`config.mk`:
```
export PLATFORM = sky130hd
export DESIGN_NAME = serial_sub
export DESIGN_NICKNAME = d
export VERILOG_FILES = /design/src/rtl/serial_sub.sv
export SDC_FILE = /design/constraint.sdc
export NUM_CORES = 1
export LEC_CHECK = 0
export ABC_AREA = 1
export BUFFER_PORTS_ARGS = -buffer_cell sky130_fd_sc_hd__buf_2
export CELL_PAD_IN_SITES_DETAIL_PLACEMENT = 2
export CELL_PAD_IN_SITES_GLOBAL_PLACEMENT = 2
export CORE_UTILIZATION = 34
export CTS_BUF_LIST = sky130_fd_sc_hd__clkbuf_4 sky130_fd_sc_hd__clkbuf_8
export CTS_CLUSTER_SIZE = 28
export DETAILED_ROUTE_END_ITERATION = 8
export GPL_TIMING_DRIVEN = 0
export MAX_ROUTING_LAYER = met4
export PLACE_DENSITY = 0.83
export SLEW_MARGIN = 20
export SYNTH_ARGS = -nofsm -noshare
export SYNTH_HDL_FRONTEND = slang
export SYNTH_SLANG_ARGS = --single-unit
```
`constraint.sdc`:
```
create_clock -name clk_i -period 1.7 [get_ports clk_i]
set_clock_uncertainty 0.1 [all_clocks]
set_input_delay 0.255 -clock clk_i [delete_from_list [all_inputs] [get_ports clk_i]]
set_output_delay 0.255 -clock clk_i [all_outputs]
set_load 0.05 [all_outputs]
```
`src/rtl/serial_sub.sv`:
```
// Bit-serial subtractor: D = A - B (mod 2^WIDTH), one full-subtract step per RUN cycle, LSB first.
// Optional signed-overflow flag ovf_o is present only when SERIAL_SUB_OVF_EN is defined.
//
// state  | meaning
// S_IDLE | waiting for start_i; D/BO (and OVF) hold the last result
// S_RUN  | WIDTH cycles, one bit of the difference per cycle
// S_FIN  | one cycle with done_o high; result valid
module serial_sub #(
    parameter int WIDTH = 8
) (
    input  logic             clk_i,
    input  logic             rst_n_i,
    input  logic             start_i,
    input  logic [WIDTH-1:0] a_i,
    input  logic [WIDTH-1:0] b_i,
    output logic             busy_o,
    output logic             done_o,
    output logic [WIDTH-1:0] d_o,
    output logic             bo_o
`ifdef SERIAL_SUB_OVF_EN
    ,
    output logic             ovf_o
`endif
);

    // One extra counter bit so WIDTH-1 is always representable, including WIDTH=1.
    localparam int CW = $clog2(WIDTH) + 1;

    typedef enum logic [1:0] {
        S_IDLE,
        S_RUN,
        S_FIN
    } state_t;

    state_t           state_q, state_d;
    logic [WIDTH-1:0] a_q, a_d;
    logic [WIDTH-1:0] b_q, b_d;
    logic [WIDTH-1:0] d_q, d_d;
    logic             brw_q, brw_d;
    logic [CW-1:0]    cnt_q, cnt_d;
    logic             diff;
    logic             brw_nxt;

`ifdef SERIAL_SUB_OVF_EN
    logic             a_msb_q, a_msb_d;
    logic             b_msb_q, b_msb_d;
    logic             ovf_q, ovf_d;
`endif

    always_ff @(posedge clk_i or negedge rst_n_i) begin
        if (!rst_n_i) begin
            state_q <= S_IDLE;
            a_q     <= '0;
            b_q     <= '0;
            d_q     <= '0;
            brw_q   <= 1'b0;
            cnt_q   <= '0;
`ifdef SERIAL_SUB_OVF_EN
            a_msb_q <= 1'b0;
            b_msb_q <= 1'b0;
            ovf_q   <= 1'b0;
`endif
        end else begin
            state_q <= state_d;
            a_q     <= a_d;
            b_q     <= b_d;
            d_q     <= d_d;
            brw_q   <= brw_d;
            cnt_q   <= cnt_d;
`ifdef SERIAL_SUB_OVF_EN
            a_msb_q <= a_msb_d;
            b_msb_q <= b_msb_d;
            ovf_q   <= ovf_d;
`endif
        end
    end

    always_comb begin
        state_d = state_q;
        a_d     = a_q;
        b_d     = b_q;
        d_d     = d_q;
        brw_d   = brw_q;
        cnt_d   = cnt_q;
        diff    = a_q[0] ^ b_q[0] ^ brw_q;
        brw_nxt = (~a_q[0] & b_q[0]) | (~(a_q[0] ^ b_q[0]) & brw_q);
`ifdef SERIAL_SUB_OVF_EN
        a_msb_d = a_msb_q;
        b_msb_d = b_msb_q;
        ovf_d   = ovf_q;
`endif

        case (state_q)
            S_IDLE: begin
                if (start_i) begin
                    a_d     = a_i;
                    b_d     = b_i;
                    d_d     = '0;
                    brw_d   = 1'b0;
                    cnt_d   = '0;
                    state_d = S_RUN;
`ifdef SERIAL_SUB_OVF_EN
                    a_msb_d = a_i[WIDTH-1];
                    b_msb_d = b_i[WIDTH-1];
`endif
                end
            end
            S_RUN: begin
                a_d   = a_q >> 1;
                b_d   = b_q >> 1;
                d_d   = (d_q >> 1) | (WIDTH'(diff) << (WIDTH - 1));
                brw_d = brw_nxt;
                cnt_d = cnt_q + CW'(1);
                if (cnt_q == CW'(WIDTH - 1)) begin
                    state_d = S_FIN;
`ifdef SERIAL_SUB_OVF_EN
                    // On the last step diff becomes the result MSB.
                    ovf_d = (a_msb_q != b_msb_q) && (diff != a_msb_q);
`endif
                end
            end
            S_FIN: begin
                state_d = S_IDLE;
            end
            default: begin
                state_d = S_IDLE;
            end
        endcase
    end

    assign busy_o = (state_q != S_IDLE);
    assign done_o = (state_q == S_FIN);
    assign d_o    = d_q;
    // The borrow flop is untouched after the last RUN step, so it holds the final borrow.
    assign bo_o   = brw_q;
`ifdef SERIAL_SUB_OVF_EN
    assign ovf_o  = ovf_q;
`endif

endmodule

```
* Word level (Yosys, flattened, before mapping)
Index checks and enable logic that the tools add are counted. W data, S select, Z words.
Word-level totals: bits in registers 31, latch bits 0, bits in writable memories 0, memory bits (read-only) 0, input port bits 19, output and inout port bits 11, logic and storage cells 38, memories kept 0
Cells by class: $add $sub $neg 1, multipliers 0, divide/modulo/power cells 0, order comparisons 0, equality and inequality tests 5, shift operators 0, mux-type cells 13, bitwise operators 8, reduce and logical (&&, ||, !) cells 5
Operators by type and width (number):
- $pmux W8 S2 | 3
- $mux W8 | 3
- $or A7 B8 Y8 | 1
- $pmux W4 S2 | 1
- $add A4 B1 Y4 const B | 1
- $eq A4 B3 Y1 const B | 1
- $mux W2 | 2
- $mux W4 | 1
- $ne A2 B2 Y1 const B | 2
- $pmux W2 S2 | 1
- $reduce_and A2 Y1 | 2
- $reduce_bool A2 Y1 | 2
- $and A1 B1 Y1 | 2
- $eq A2 B1 Y1 const B | 1
- $eq A2 B2 Y1 const B | 1
- $logic_not A2 Y1 | 1
- $not A1 Y1 | 2
- $pmux W1 S2 | 1
- $xor A1 B1 Y1 | 2
- $mux W1 | 1
- $or A1 B1 Y1 | 1

* Depth between registers and ports, before layout
Gate-level depths: netlist of run 1.
depth after elaboration 5, gate-level depth with buffers 6, depth with buffers taken out 6

* Worst setup path after synthesis of run 1
Ideal clock, no wire load.
path kind reg2out, from register state_q[0], to output port done_o, data arrival time 1107 ps, required time 1345 ps, path slack 238 ps, stages on the path, launching flop included 2, path buffers 0, path through dfrtp_1 -> nor2_1
On the way: cells in the longest elaborated chain, start to end 1
RTL lines:
- start: declaration | line 35 | state_t state_q, state_d;
- start signal: assignment | line 64 | state_q <= state_d;
- $eq A2 B2 Y1 | line 132 | assign done_o = (state_q == S_FIN);
- end: declaration | line 17 | output logic done_o,
No other way between the ends.

* Worst setup path after layout of run 1
from register state_q[0], to output port busy_o
On the way: cells in the longest elaborated chain, start to end 1
RTL lines:
- $reduce_bool A2 Y1 | line 131 | assign busy_o = (state_q != S_IDLE);
- end: declaration | line 16 | output logic busy_o,
No other way between the ends.

==> reports/results.tsv, run 1 <==
metric	value	unit
outcome	finished clean	
Residual DRC	0	
hpwl dp	3.113	mm
leading area contributor after synthesis	dfrtp_1	
Mapped Cells	159	
Core Util, Final	0.4447	
r2r worst-path depth	5	
I/O Pins	30	
CP Class	flop to primary output	
Die W	68.68	um
Static Leak	0.9744	nW
CTS HTree Levels	2	
Achievable Freq	606.2	MHz
Core ar.	4144	um2
antenna-violating nets left	0	
clock-pin slew on the worst setup and hold paths	0.07	ns
min Tclk post-route	1.650	ns
worst slew pin tran	0.7265	ns
syn avg cell area	9.506	um2
top post-synthesis cells by area	dfrtp_1 (51%), nand3_1 (17%), nand2_1 (7.5%)	
Max Fanout on Critical Path	10	
CTS Buf Count	5	
Slew Limit Fails	0	
First-pass DRT Iterations	4	
worst reg2reg path endpoint	b_q[6]	
Via density	5.229	
Die Height	68.68	um
Critical Path Sink	busy_o	
CP cell instances	nor2_4 > buf_6 > inv_1 > clkbuf_4	
WL per Instance	17.81	um
commonest non-fill, non-tap cell in the layout	nand3_1	
post-route cell area	1843	um2
nature of the critical path startpoint	flop	
Root Buffer	clkbuf_8	
grt met3 use	0.04605	
r2r setup slk	0.43	ns
final worst slack	0.05031	ns
max incr delay on CP	0.44	ns
worst rel slew slack	0.5156	
clock latency at the later pin of the worst-skew pair	0.28	ns
worst hold slack	0.07148	ns
Crit path arrival time	1.29	ns
Yosys reg bits	31	
crit end category	primary output	
Initial Util	0.3647	
Fin. Hold Viols	0	
CTS Buffer Depth	2	
reg-to-reg startpoint	state_q[1]	
Netlist cell types	22	
Syn-to-layout area delta	21.94	%
Buffers on Ports	29	
global placement routability congestion	0.7043	
pre-CTS worst setup slack	0.2128	ns
Worst Hold Class	input port to flop	
WP data required	1.34	ns
dpl cell area	1719	um2
Final Total Pwr	3.601	mW
syn_nets	180	
Power Density	1954	nW/um2
FP Rows	23	
stages on the worst setup path	4	
Seq/Total Area, Yosys	0.5132	
largest net degree at the start of global routing	32	
Nets	219	
most frequent cells in the layout	nand3_1 (50), buf_2 (31), nand2_1 (30), dfrtp_1 (30)	
met2 Track Usage GR	0.4032	
Max-Cap Viols	0	
Clock Sinks	31	
synthesized cell area	1511	um2
final worst path period share	0.9704	
gr busiest metal	met2	
Post-Route WL	4.435	mm
CP startpoint	state_q[0]	
cell family with most CP delay	flip-flops	
total grt overflow	0	
first-pass GRT wire length	7.051	mm
share of layout cells above drive strength 1	0.3769	
Initial DRC Count	50	
Tot GR Track Use	0.2211	
Ant. Diodes	0	
Die Area	4716	um2
vias	1302	
initial antenna violation count	0	
synth warn	0	
VDD IR max	0.0009226	V
CP Buf/Inv Count	3	
post-synth top area share	0.5132	
CTS tree	yes	
final setup violation count	0	
vias in the first global route	1424	
Crit-path slowest cell	dfrtp_2	
met1 Use GR	0.2322	
-- flip-flops by register name, indices dropped and copies added, names as in the netlist --
register  flops
a_q           8
d_o           8
bo_o          1
state_q       2
b_q           8
cnt_q         4
-- metrics by stage --
stage | TNS (ns) | cells
final | 0 | 249
after global routing | -0.006130 | 249
after CTS | 0 | 247
after detailed placement | 0 | 238
after global placement | 0 | 238
after floorplan | 0 | 159
-- worst register-to-register path, cell delays in order, from the launching register on --
cell and delay (ns):
dfrtp_1 0.43, inv_2 0.12, nand2_2 0.09, buf_2 0.21
nand3_1 0.14, nand3_2 0.08
-- layout make-up --
| cell class | count | area [um2] |
|---|---|---|
| clock buffers | 6 | 76.32 |
| fillers | 455 | 2301 |
| clock inverters | 2 | 12.51 |
| repair buffers | 32 | 172.7 |
| flip-flops and latches | 31 | 777.0 |
| plain buffers | 10 | 87.58 |
| inverters | 5 | 23.77 |
| well taps | 50 | 62.56 |
| multi-input cells | 113 | 630.6 |
-- synthesized netlist by cell type, drive strengths merged --
master and count:
buf 10, nand4 1, ha 1, xnor2 1, inv 5, fa 1
nor2 4, dfrtp 31, nand2 41, o21ai 4, nand3 60
-- where the power goes --
part	total, mW	switching, mW	leakage [nW]	internal [mW]
clock	0.582	0.281	0.0446	0.302
combinational	1.73	1.14	0.529	0.590
sequential	1.29	0.250	0.401	1.04
total	3.60	1.67	0.974	1.93
-- repair_timing --
item                                    CTS  global route
endpoints found under the setup margin    1             1
pin swaps                                 1             1
gates resized for setup                   2             2
hold buffers                              1             0
endpoints found under the hold margin    31             0
setup buffers                             0             2
-- metal layers --
metal	vias to the layer above	wire (um)
li1	610	-
met1	660	1786
met5	-	0
met4	0	54
met2	25	2449
met3	7	145
-- worst min path at each step --
stage / cells past startpoint / end / from / slack, ns
after floorplan: 0 / a_q[0] / rst_n_i / -0.14
after global placement: 1 / cnt_q[2] / rst_n_i / 0.24
after detailed placement: 1 / a_q[0] / rst_n_i / 0.26
after CTS: 3 / b_q[7] / b_i[7] / 0.06
after global routing: 3 / b_q[7] / b_i[7] / 0.1
final: 3 / b_q[7] / b_i[7] / 0.07
-- cell families after synthesis --
logic type / count (synthesis) / synth area share
buf+inv: 15 / 0.06954
fa+ha+maj: 2 / 0.02152
compound gates: 4 / 0.01573
xor+xnor: 1 / 0.005796
flops: 31 / 0.5132
simple gates: 106 / 0.3742
Note: power is estimated with default switching activity, not from simulation.
==> inputs of run 2 (changes only) <==
ABC_AREA = default   (was 1)
CORE_UTILIZATION = 36   (was 34)
PLACE_DENSITY = 0.85   (was 0.83)
SKIP_CTS_REPAIR_TIMING = 1   (was default)
==> run 2 against run 1 <==
Compared with the run above:
- the flow now finishes with violations (setup timing)
- design area is 0.54% higher
- worst setup slack got worse by 0.087 ns
- synthesized cell count shrank 14%
- count of clock-buffer cells in the layout unchanged
- combinational power is 4% higher
- largest cell class unchanged
- highest routed layer unchanged
==> reports/results.tsv, run 2 <==
metric	value	unit	change
ys async rst share	1.000		unchanged
syn_nets	158		-12%
CTS Buffer Depth	2		unchanged
post-synth top area share	0.5245		+0.01129
Worst Hold Class	input port to flop		
initial antenna violation count	0		unchanged
VDD IR max	0.0008476	V	-8.1%
top-count cell post-synth	dfrtp_1		
antenna-violating nets left	0		unchanged
Static Leak	0.8687	nW	-11%
failing checks	setup timing		
worst rel slew slack	0.5200		+0.004313
Yosys reg bits	31		unchanged
first-pass GRT wire length	6.748	mm	-4.3%
WP data required	1.34	ns	about the same
most frequent cells in the layout	buf_2 (31), dfrtp_1 (29), a22oi_1 (15)		
Via density	5.515		+5.5%
post-route cell area	1853	um2	+0.54%
nature of the critical path startpoint	flop		
Initial Util	0.3893		+0.02459
outcome	finished, violations left		
# fillers	416		-8.6%
crit end category	primary output		
largest net degree at the start of global routing	32		unchanged
Crit path arrival time	1.38	ns	+0.09 ns
RSZ-0062 raised after global routing	yes		
Core ar.	3799	um2	-8.3%
Root Buffer	clkbuf_8		
final setup violation count	2		+2
WL per Instance	19.92	um	+12%
Die W	66.10	um	-3.8%
Ant. Diodes	0		unchanged
number of synthesized flops with an enable pin	0		unchanged
CTS Buf Count	5		unchanged
CP Class	flop to primary output		
share of layout cells above drive strength 1	0.3296		-0.04728
Slew Limit Fails	0		unchanged
CTS HTree Levels	2		unchanged
top post-synthesis cells by area	dfrtp_1 (52%), a22oi_1 (7.6%), a22o_1 (5.9%)		
Layout Cells excl Fill	227		-8.8%
vias	1252		-3.8%
synthesized cell area	1479	um2	-2.2%
clock-pin slew on the worst setup and hold paths	0.06	ns	about the same
pre-CTS worst setup slack	-0.02012	ns	-0.2329 ns
r2r setup slk	0.21	ns	-0.22 ns
final worst slack	-0.03672	ns	-0.08703 ns
Initial DRC Count	84		+68%
Netlist cell types	28		+27%
Tot GR Track Use	0.2191		-0.001975
dpl cell area	1687	um2	-1.9%
Seq/Total Area, Yosys	0.5245		+0.01129
leading area contributor after synthesis	dfrtp_1		
commonest non-fill, non-tap cell in the layout	buf_2		
CTS tree	yes		
total grt overflow	0		unchanged
Buffers on Ports	29		unchanged
synth warn	0		unchanged
worst slew pin tran	0.7201	ns	-0.006469 ns
vias in the first global route	1347		-5.4%
clock latency at the later pin of the worst-skew pair	0.28	ns	about the same
Mapped Cells	137		-14%
ys flop type	dfrtp_1		
global placement routability congestion	0.7645		+8.5%
syn avg cell area	10.80	um2	+14%
final worst path period share	1.022		+0.05120
Achievable Freq	575.8	MHz	-5.0%
Post-Route WL	4.522	mm	+2.0%
min Tclk post-route	1.737	ns	+0.08703 ns
synth cell count leaders	dfrtp_1 (31), a22oi_1 (15), a21oi_1 (12), nor2b_1 (11)		
Max Fanout on Critical Path	6		-4
Clock Sinks	31		unchanged
Nets	201		-8.2%
hpwl dp	2.982	mm	-4.2%
Power Density	1977	nW/um2	+1.2%
First-pass DRT Iterations	4		unchanged
Cells after DPL	214		-10%
Syn-to-layout area delta	25.30	%	
Die Area	4369	um2	-7.4%
Residual DRC	0		unchanged
I/O Pins	30		unchanged
Die Height	66.10	um	-3.8%
FP Rows	22		-4.3%
Max-Cap Viols	0		unchanged
Fin. Hold Viols	0		unchanged
run 2: where the power goes:
group	switching, mW	internal (mW)	leakage, nW	total (mW)
Sequential	0.268	1.05	0.400	1.32
Clock	0.263	0.288	0.0406	0.551
Combinational	1.11	0.686	0.428	1.80
Total	1.64	2.02	0.869	3.66
run 2: cells by family after synthesis:
logic type,Yosys count,synth area share
compound gates,62,0.2767
flops,31,0.5245
simple gates,30,0.1218
buf+inv,11,0.04822
fa+ha+maj,2,0.02200
mux,1,0.006768
run 2: final timing paths:
check,startpoint,to,cells past startpoint
min in group asynchronous,rst_n_i,d_o[6],2
max reg2reg,state_q[1],a_q[5],5
min,b_i[6],b_q[6],3
max in group asynchronous,rst_n_i,state_q[1],2
max,state_q[1],busy_o,4
min reg2reg,d_o[0],d_o[0],1
run 2: cell type report:
class	count	area [um2]	share of cell area
buffer	10	87.58	0.04727
inverter	1	3.754	0.002026
tap	48	60.06	0.03241
multi-input combinational	95	636.9	0.3437
clock buffer	6	76.32	0.04119
sequential	31	778.2	0.4200
timing repair buffer	36	210.2	0.1134
run 2: critical path, cell delays in order, from the launching register on:
cell and delay, ns:
dfrtp_2 0.45, buf_6 0.15, buf_8 0.12, or2_4 0.23
buf_8 0.15
run 2: through the flow:
step / total power, mW / TNS (ns) / hold WS (ns) / util
6_report: 3.663 / -0.04035 / 0.1414 / 0.4878
2_1_floorplan: 2.479 / 0 / -0.1406 / -
3_5_place_dp: 2.998 / -0.02012 / 0.2529 / 0.4440
3_3_place_gp: 2.854 / 0 / 0.2349 / 0.4440
5_1_grt: 3.891 / -0.1043 / 0.1550 / 0.4878
4_1_cts: 3.566 / -0.6474 / -0.05474 / 0.4641
run 2: per-layer routing:
layer	up-vias	routed length (um)	GRT usage
met5	-	0	-
met4	0	60	0.07979
met3	7	141	0.04828
met2	23	2340	0.3673
met1	645	1980	0.2576
li1	577	-	-
